## config.mk

```make
export PLATFORM = sky130hd
export DESIGN_NAME = transpose_buffer
export DESIGN_NICKNAME = d
export VERILOG_FILES = /design/src/rtl/transpose_buffer.sv
export SDC_FILE = /design/constraint.sdc
export NUM_CORES = 1
export LEC_CHECK = 0
export ABC_AREA = 1
export ABC_CLOCK_PERIOD_IN_PS = 7900
export BUFFER_PORTS_ARGS = -buffer_cell sky130_fd_sc_hd__buf_4
export CAP_MARGIN = 40
export CORE_MARGIN = 4
export CORE_UTILIZATION = 30
export DETAILED_ROUTE_END_ITERATION = 12
export PLACE_DENSITY = 0.43
export RECOVER_POWER = 25
export SETUP_SLACK_MARGIN = 0.4
export SKIP_CTS_REPAIR_TIMING = 1
export SYNTH_ARGS = -nofsm -noshare
export SYNTH_HDL_FRONTEND = slang
export SYNTH_SLANG_ARGS = --single-unit
export TNS_END_PERCENT = 50
```

## constraint.sdc

```tcl
create_clock -name CLK -period 7.9 [get_ports CLK]
set_clock_uncertainty 0.2 [all_clocks]
set_input_delay 1.58 -clock CLK [delete_from_list [all_inputs] [get_ports CLK]]
set_output_delay 1.58 -clock CLK [all_outputs]
set_load 0.1 [all_outputs]
```

## src/rtl/transpose_buffer.sv

```systemverilog
// Ping-pong N x N block buffer between the row-DCT and column-DCT stages.
// Each block leaves as its columns (transpose) or unchanged rows (bypass).
module transpose_buffer #(
    parameter int N = 8,
    parameter int W = 8
) (
    input  logic           CLK,
    input  logic           RST,
    input  logic           STBi,
    input  logic [N*W-1:0] DATi,
    input  logic           TRN,
    output logic           ACKi,
    output logic           STBo,
    output logic [N*W-1:0] DATo,
    output logic           LASTo,
    input  logic           ACKo
);

    localparam int AW = (N > 1) ? $clog2(N) : 1;
    localparam logic [AW-1:0] ROW_LAST = AW'(N - 1);

    // Register storage: a transposed read needs one sample from every row at once.
    logic [N*W-1:0] mem [2][N];

    logic [1:0]    full_reg, full_next;
    logic [1:0]    mode_reg, mode_next;
    logic          wr_bank_reg, rd_bank_reg;
    logic [AW-1:0] wr_row_reg, rd_row_reg;
    logic          wr_fire, rd_fire, wr_last, rd_last;
    logic [N*W-1:0] tr_row, by_row;

    assign ACKi    = ~full_reg[wr_bank_reg];
    assign STBo    = full_reg[rd_bank_reg];
    assign wr_fire = STBi & ACKi;
    assign rd_fire = STBo & ACKo;
    assign wr_last = wr_fire & (wr_row_reg == ROW_LAST);
    assign rd_last = rd_fire & (rd_row_reg == ROW_LAST);

    // Set and clear always address different banks, so both apply together.
    always_comb begin
        full_next = full_reg;
        mode_next = mode_reg;
        for (int b = 0; b < 2; b++) begin
            if (wr_last && (wr_bank_reg == 1'(b)))
                full_next[b] = 1'b1;
            if (rd_last && (rd_bank_reg == 1'(b)))
                full_next[b] = 1'b0;
            if (wr_fire && (wr_row_reg == '0) && (wr_bank_reg == 1'(b)))
                mode_next[b] = TRN;
        end
    end

    always_ff @(posedge CLK) begin
        if (!RST) begin
            full_reg    <= '0;
            mode_reg    <= '0;
            wr_bank_reg <= 1'b0;
            rd_bank_reg <= 1'b0;
            wr_row_reg  <= '0;
            rd_row_reg  <= '0;
        end else begin
            full_reg <= full_next;
            mode_reg <= mode_next;
            if (wr_fire) begin
                wr_row_reg <= wr_row_reg + 1'b1;
                if (wr_last)
                    wr_bank_reg <= ~wr_bank_reg;
            end
            if (rd_fire) begin
                rd_row_reg <= rd_row_reg + 1'b1;
                if (rd_last)
                    rd_bank_reg <= ~rd_bank_reg;
            end
        end
    end

    always_ff @(posedge CLK) begin
        if (wr_fire)
            mem[wr_bank_reg][wr_row_reg] <= DATi;
    end

    genvar gi;
    generate
        for (gi = 0; gi < N; gi++) begin : g_col
            assign tr_row[gi*W +: W] = mem[rd_bank_reg][gi][rd_row_reg*W +: W];
        end
    endgenerate

    assign by_row = mem[rd_bank_reg][rd_row_reg];
    assign DATo   = STBo ? (mode_reg[rd_bank_reg] ? tr_row : by_row) : '0;
    assign LASTo  = STBo & (rd_row_reg == ROW_LAST);

endmodule

```

==> impl_results.md, run 1 <==
* Final Hold Viols at 0
* Final WL at 172000 um
* DR pass1 iterations at 5
* Die Width at roughly 410 um
* Largest cells by area after synthesis: edfxtp_1, nand3_1, nand2_1
* Setup-failing EPs final at 0
* Final cell count without fillers at roughly 7500
* Internal at around 9.5 mW
* Peak supply drop at 0.000201 V
* Sw Share at around 22%
* Hold WC Path Type: flop to flop
* Adder-Cell Fraction of Synth Area at less than 1%
* Nets@finish at roughly 5300
* Max-slew headroom at the worst pin at 35.4%
* Post-synth top area share at 62.9%
* Final min period at roughly 6 ns
* Ys flop type: edfxtp_1
* Syn nets at 5275
* Die Area at 169000 um2
* Element type at the critical path start: flop
* HPWL after DPL at roughly 100000 um
* Netlist cell types at 24
* LEAKAGE at 22.7 nW
* Post-DP Area at about 52000 um2
* Num Clock Sinks at ~1000
* Share of cells above drive strength 1 at under 10%
* Final Cycle Share at 77.5%
* Kind of critical path: flop to primary output
* Yosys reg bits at 1037
* Register area share after synthesis at approximately 63%
* Synth Warn # at 0
* Fin area at between 50000 and 60000 um2
* I/O Buffers at ~140
* Slew of the pin with the lowest slew margin at between 0.9 and 1 ns
* H-tree Lvls at 3
* Synth Area in Simple Gates at between 20% and 30%
* Post-synth top cells: nand2_1, nand3_1, edfxtp_1
* Mapped Cells at around 5200
* Die H at approximately 400 um
* Pin count of the biggest net entering global routing at approximately 150
* Area leader, netlist: edfxtp_1
* Worst Setup End Kind: primary output
* # rows at between 100 and 150
* Logic gate share of total power at about 3.8%
* Arrival time worst endpoint at between 4 and 5 ns
* Syn avg cell area at around 9.4 um2
* Xor and xnor area share after synthesis at 0%
* Sequential power share at 50.4%
* Post-synth EDFFs at 1024
* Drt wl/cell at ~23 um
* First-pass GRT wire length at about 250000 um
* Fin util at between 30 and 40%
* TritonCTS clock tree: yes
* Pre-CTS setup slack at ~2.5 ns
* Antenna viol nets, final at 0
* Clock share of power at between 40% and 50%
* Layout area overhead at 14.3%
* Setup slack after layout at about 1.8 ns
* Maximum operating frequency at roughly 160 MHz
* Crit path max fanout at 104
* Mux contribution to synthesized area at 0%
* Core Area at between 150000 and 200000 um2
* Max reg flops at slightly above 1000
* Number of global-route vias before repair at 34752
* Starting Density at a little under a third
* Number of DRC markers in iteration 0 at around 3100
* Placed Cells at about 7300
* GRT Total Usage at between 10% and 20%
* Vias at roughly 36000
* Number of remaining DRC errors at 0
* Async S/R FF share, synth at 0%
* RSZ-0062 raised after global routing: no
* Largest family of logic cells by synthesized area: simple AND/OR/NAND/NOR gates
* Status: completed
* PwrDens at approximately 220 nW/um2
* Compound-Gate Fraction of Synth Area at less than 1%
* Longest Clk Path Bufs at 3
* Global route overflow at 0
* Routed vias/inst at between 4 and 5
* Critical Path RT at just over 6 ns
* CTS Buf Count at approximately 120
* Syn Std Cell Area at 48900 um2
* Setup TNS at 0 ns
* Clk pin slew, worst setup/hold paths at around 0.06 ns
* Placer Congestion at between 0.7 and 0.8
* Root Buffer Master: clkbuf_16
* Max-slew violation count at 0
* I/O pin count at around 140
* Most common cell in the netlist: nand2_1
* Max_cap viols at 0
* Initial antenna violation count at 29
* Clk_lat worst skew at 0.73 ns
* P_sw at 2.68 mW
[cells in the final DEF (no fill, tap or decap)]
cell / n
a21oi_1: 37
a31oi_1: 4
and3_1: 6
buf_12: 20
buf_16: 4
buf_4: 148
buf_6: 1
bufinv_16: 14
clkbuf_1: 87
clkbuf_16: 121
clkinv_1: 25
clkinv_16: 1
clkinv_2: 19
clkinv_4: 3
clkinv_8: 1
clkinvlp_4: 1
dfxtp_1: 9
dfxtp_4: 4
diode_2: 8
edfxtp_1: 1024
ha_1: 5
inv_1: 656
inv_4: 2
inv_6: 5
inv_8: 3
nand2_1: 1565
nand3_1: 1240
nand4_1: 2
nor2_1: 281
nor2_4: 4
nor3_2: 12
o211ai_1: 2
o21ai_0: 27
o21ai_1: 1
o21ai_4: 1
or2_1: 1
or2_2: 9
[per-layer routing]
layer | track usage (%) | share of wire [%] | vias to the layer above
li1 | - | - | 17274
met1 | 28.2 | 46 | 17718
met2 | 32.1 | 46 | 1001
met3 | 2.75 | 5.7 | 191
met4 | 5.25 | 2.5 | 10
met5 | 0 | 0.043 | -
[final cells by class]
type	instances	area (um2)
Clock inverter	68	724
Timing Repair Buffer	222	1820
Clock buffer	159	3170
Antenna cell	8	20.0
Tap cell	2160	2700
Fill cell	16539	105000
Multi-Input combinational cell	3197	13900
Sequential cell	1037	31000
Inverter	662	2520
[worst max-delay path, stage by stage (launching register included)]
cell and delay, ns:
dfxtp_4 0.51, inv_8 0.59, buf_4 0.46, nand2_1 0.09, nand2_1 0.07, nand2_1 0.08, nand2_1 0.12, nor2_1 0.06
nor2_1 0.18, nor2_1 0.05, nor2_1 0.74, buf_4 0.44
[kinds of logic (layout without fill, tap and decap cells)]
kind of cell / count (synthesis) / in the layout
other cells: 0 / 8
simple gates: 3120 / 3120
fa+ha+maj: 5 / 5
flops: 1037 / 1037
buf+inv: 967 / 1111
compound gates: 72 / 72
[power by group through the flow]
stage,sequential [mW],combinational (mW),clock (mW)
floorplan,6.27,0.222,0
global placement,6.25,0.474,0
detailed placement,6.26,0.477,0
CTS,6.14,0.478,5.72
global route,6.14,0.507,5.95
finish,6.14,0.458,5.58
[through the flow]
step / hold WS, ns / power (mW)
6_report: 0.314 / 12.2
5_1_grt: 0.352 / 12.6
4_1_cts: 0.316 / 12.3
3_5_place_dp: 0.305 / 6.73
3_3_place_gp: 0.302 / 6.73
2_1_floorplan: 0.266 / 6.49
[worst paths after layout]
kind,start,to,slack (ns),cells past startpoint
worst max-delay path,flop,DATo[19],1.78,11
worst min-delay path,mode_reg[1]$_SDFFE_PN0P_,mode_reg[1]$_SDFFE_PN0P_,0.31,4
worst max register to register,wr_bank_reg$_SDFFE_PN0P_,mem[0][134]$_DFFE_PP_,3.53,8
worst min register to register,mode_reg[1]$_SDFFE_PN0P_,mode_reg[1]$_SDFFE_PN0P_,0.31,4
Note: power is estimated with default switching activity, not from simulation.
==> run 2, diff against run 1 <==
- ABC_CLOCK_PERIOD_IN_PS: 7900 -> 5220
- PLACE_DENSITY: 0.43 -> 0.45
- clock period: 7.9 -> 5.22 ns (I/O delays scaled with it)
==> impl_results.md, run 2 (same netlist as run 1, synthesis figures left out) <==
* Max-slew violation count at 0 (unchanged)
* Drt wl/cell at 22.7 um (-0.50%)
* Element type at the critical path start: flop
* Hold WC Path Type: flop to flop
* Final min period at between 4 and 5 ns
* HPWL after DPL at 99000 um (-2.9%)
* Fin util at 35.0% (+0.42 points)
* Core Area at 161000 um2 (unchanged)
* Vias at 36492 (+0.82%)
* Nets@finish at 5352 (+0.70%)
* Layout area overhead at 15.6%
* # rows at 147 (unchanged)
* RSZ-0062 raised after global routing: yes
* Worst setup path startpoint: rd_row_reg[0]$_SDFFE_PN0P_
* PwrDens at 322 nW/um2 (+48%)
* Routed vias/inst at 4.84 (+0.38%)
* Setup-failing EPs final at 0 (unchanged)
* R2R setup slack at 1.65 ns (-1.88 ns)
* Slew of the pin with the lowest slew margin at 0.905 ns (-0.0602 ns)
* Met2 Resource Use GR at 31.5% (-0.58 points)
* Number of global-route vias before repair at 35209 (+1.3%)
* Worst Setup End Kind: primary output
* Final Cycle Share at around 92%
* Final WL at 171000 um (about the same)
* Fin area at 56500 um2 (+1.2%)
* Placed Cells at 7307 (+0.40%)
* Maximum operating frequency at 209 MHz
* Crit Reg-Reg Endpoint: mem[0][388]$_DFFE_PP_
* Global route overflow at 0 (unchanged)
* Die Area at 169000 um2 (unchanged)
* I/O Buffers at 135 (unchanged)
* Status: completed
* Clk_lat worst skew at 0.73 ns (about the same)
* Max-slew headroom at the worst pin at 39.5% (+4.1 points)
* Die H at 412 um (unchanged)
* First-pass GRT wire length at 246000 um (-0.85%)
* Peak supply drop at 0.000265 V (+32%)
* R2r worst-path depth at 7 (-1)
* Crit path max fanout at 66 (-37%)
* Kind of critical path: flop to primary output
* DR pass1 iterations at 6 (+1)
* Fillers at 16426 (-0.68%)
* Number of remaining DRC errors at 0 (unchanged)
* Root Buffer Master: clkbuf_16
* Crit path to: DATo[44]
* Most frequent cells in the layout: nand2_1, nand3_1, edfxtp_1, inv_1, nor2_1
* Max reg flops at 1024 (unchanged)
* Max_cap viols at 0 (unchanged)
* Starting Density at 30.3% (unchanged)
* Commonest non-fill, non-tap cell in the layout: nand2_1
* GRT Total Usage at 19.7% (-0.16 points)
* TritonCTS clock tree: yes
* Antenna viol nets, final at 0 (unchanged)
* Met3 global-route usage at 2.98% (+0.23 points)
* Number of DRC markers in iteration 0 at 3721 (+19%)
* Post-DP Area at 52600 um2 (+1.0%)
* Grt peak-use layer: met2
* CTS Buf Count at 117 (-3.3%)
* Pin count of the biggest net entering global routing at 123 (-19%)
* Grt met1 use at 27.4% (-0.78 points)
* Placer Congestion at 0.798 (+0.45%)
* I/O pin count at 136 (unchanged)
* Initial antenna violation count at 24 (-17%)
* Final cell count without fillers at 7546 (+0.44%)
* H-tree Lvls at 3 (unchanged)
* Share of cells above drive strength 1 at 8.20% (+1.2 points)
* Clk pin slew, worst setup/hold paths at 0.06 ns (about the same)
* Longest Clk Path Bufs at 3 (unchanged)
* Final Hold Viols at 0 (unchanged)
* Arrival time worst endpoint at 3.55 ns (-0.79 ns)
* Reg2Reg Launch Point: wr_bank_reg$_SDFFE_PN0P_
* Num Clock Sinks at 1037 (unchanged)
* Setup TNS at 0 ns (unchanged)
* Die Width at 412 um (unchanged)
* Tot Pwr at 18.2 mW (+50%)
* Critical Path RT at 3.98 ns (-2.14 ns)
* LEAKAGE at 23.0 nW (+1.2%)
[run 2: cell count changes in the layout (fill, tap and decap cells not counted), sizes merged]
cell	before	now
bufinv	14	12
clkbuf	208	188
buf	173	210
clkinv	49	65
clkinvlp	1	4
inv	666	665
[run 2: worst min path at each step]
| stage | from | slack (ns) | endpoint | cells after the start |
|---|---|---|---|---|
| 2_1_floorplan | full_reg[1]$_SDFFE_PP0P_ | 0.27 | full_reg[1]$_SDFFE_PP0P_ | 2 |
| 6_report | mode_reg[1]$_SDFFE_PN0P_ | 0.32 | mode_reg[1]$_SDFFE_PN0P_ | 4 |
| 4_1_cts | TRN | 0.28 | mode_reg[1]$_SDFFE_PN0P_ | 3 |
| 3_5_place_dp | mode_reg[1]$_SDFFE_PN0P_ | 0.31 | mode_reg[1]$_SDFFE_PN0P_ | 4 |
| 5_1_grt | TRN | 0.33 | mode_reg[1]$_SDFFE_PN0P_ | 3 |
| 3_3_place_gp | mode_reg[1]$_SDFFE_PN0P_ | 0.31 | mode_reg[1]$_SDFFE_PN0P_ | 4 |
[run 2: metrics by stage]
stage / hold WS (ns) / setup slack (ns)
finish: 0.315 / 0.424
global route: 0.332 / 0.354
CTS: 0.282 / -0.190
detailed placement: 0.307 / 0.630
global placement: 0.310 / 0.648
floorplan: 0.266 / 0.866
[run 2: report_power, final]
group / switching (mW) / internal (mW)
combinational: 0.530 / 0.170
sequential: 0.0240 / 9.27
clock: 3.47 / 4.76
[run 2: per-layer routing]
| metal | up-vias | share of wire [%] |
|---|---|---|
| met3 | 247 | 6.2 |
| met4 | 8 | 3.6 |
| met2 | 1202 | 46 |
| met1 | 17665 | 44 |
| met5 | - | 0.030 |
| li1 | 17370 | - |
[run 2: critical path, cell delays in order (launching register included)]
cell and delay [ns]:
dfxtp_4 0.50, clkinv_8 0.35, buf_12 0.31, nor2_1 0.17
a21oi_1 0.10, a21oi_1 0.52, nor2_1 0.08, nor2_1 0.35
buf_4 0.37
[run 2: layout make-up]
cell class	instances	area (um2)	share of cell area, %
Timing Repair inverter	2	22.5	0.0399
Antenna cell	8	20.0	0.0354
Clock buffer	137	3070	5.43
Inverter	662	2540	4.50
Tap cell	2160	2700	4.78
Sequential cell	1037	31000	54.9
Multi-Input combinational cell	3197	14000	24.8
Clock inverter	82	713	1.26
Timing Repair Buffer	261	2420	4.29
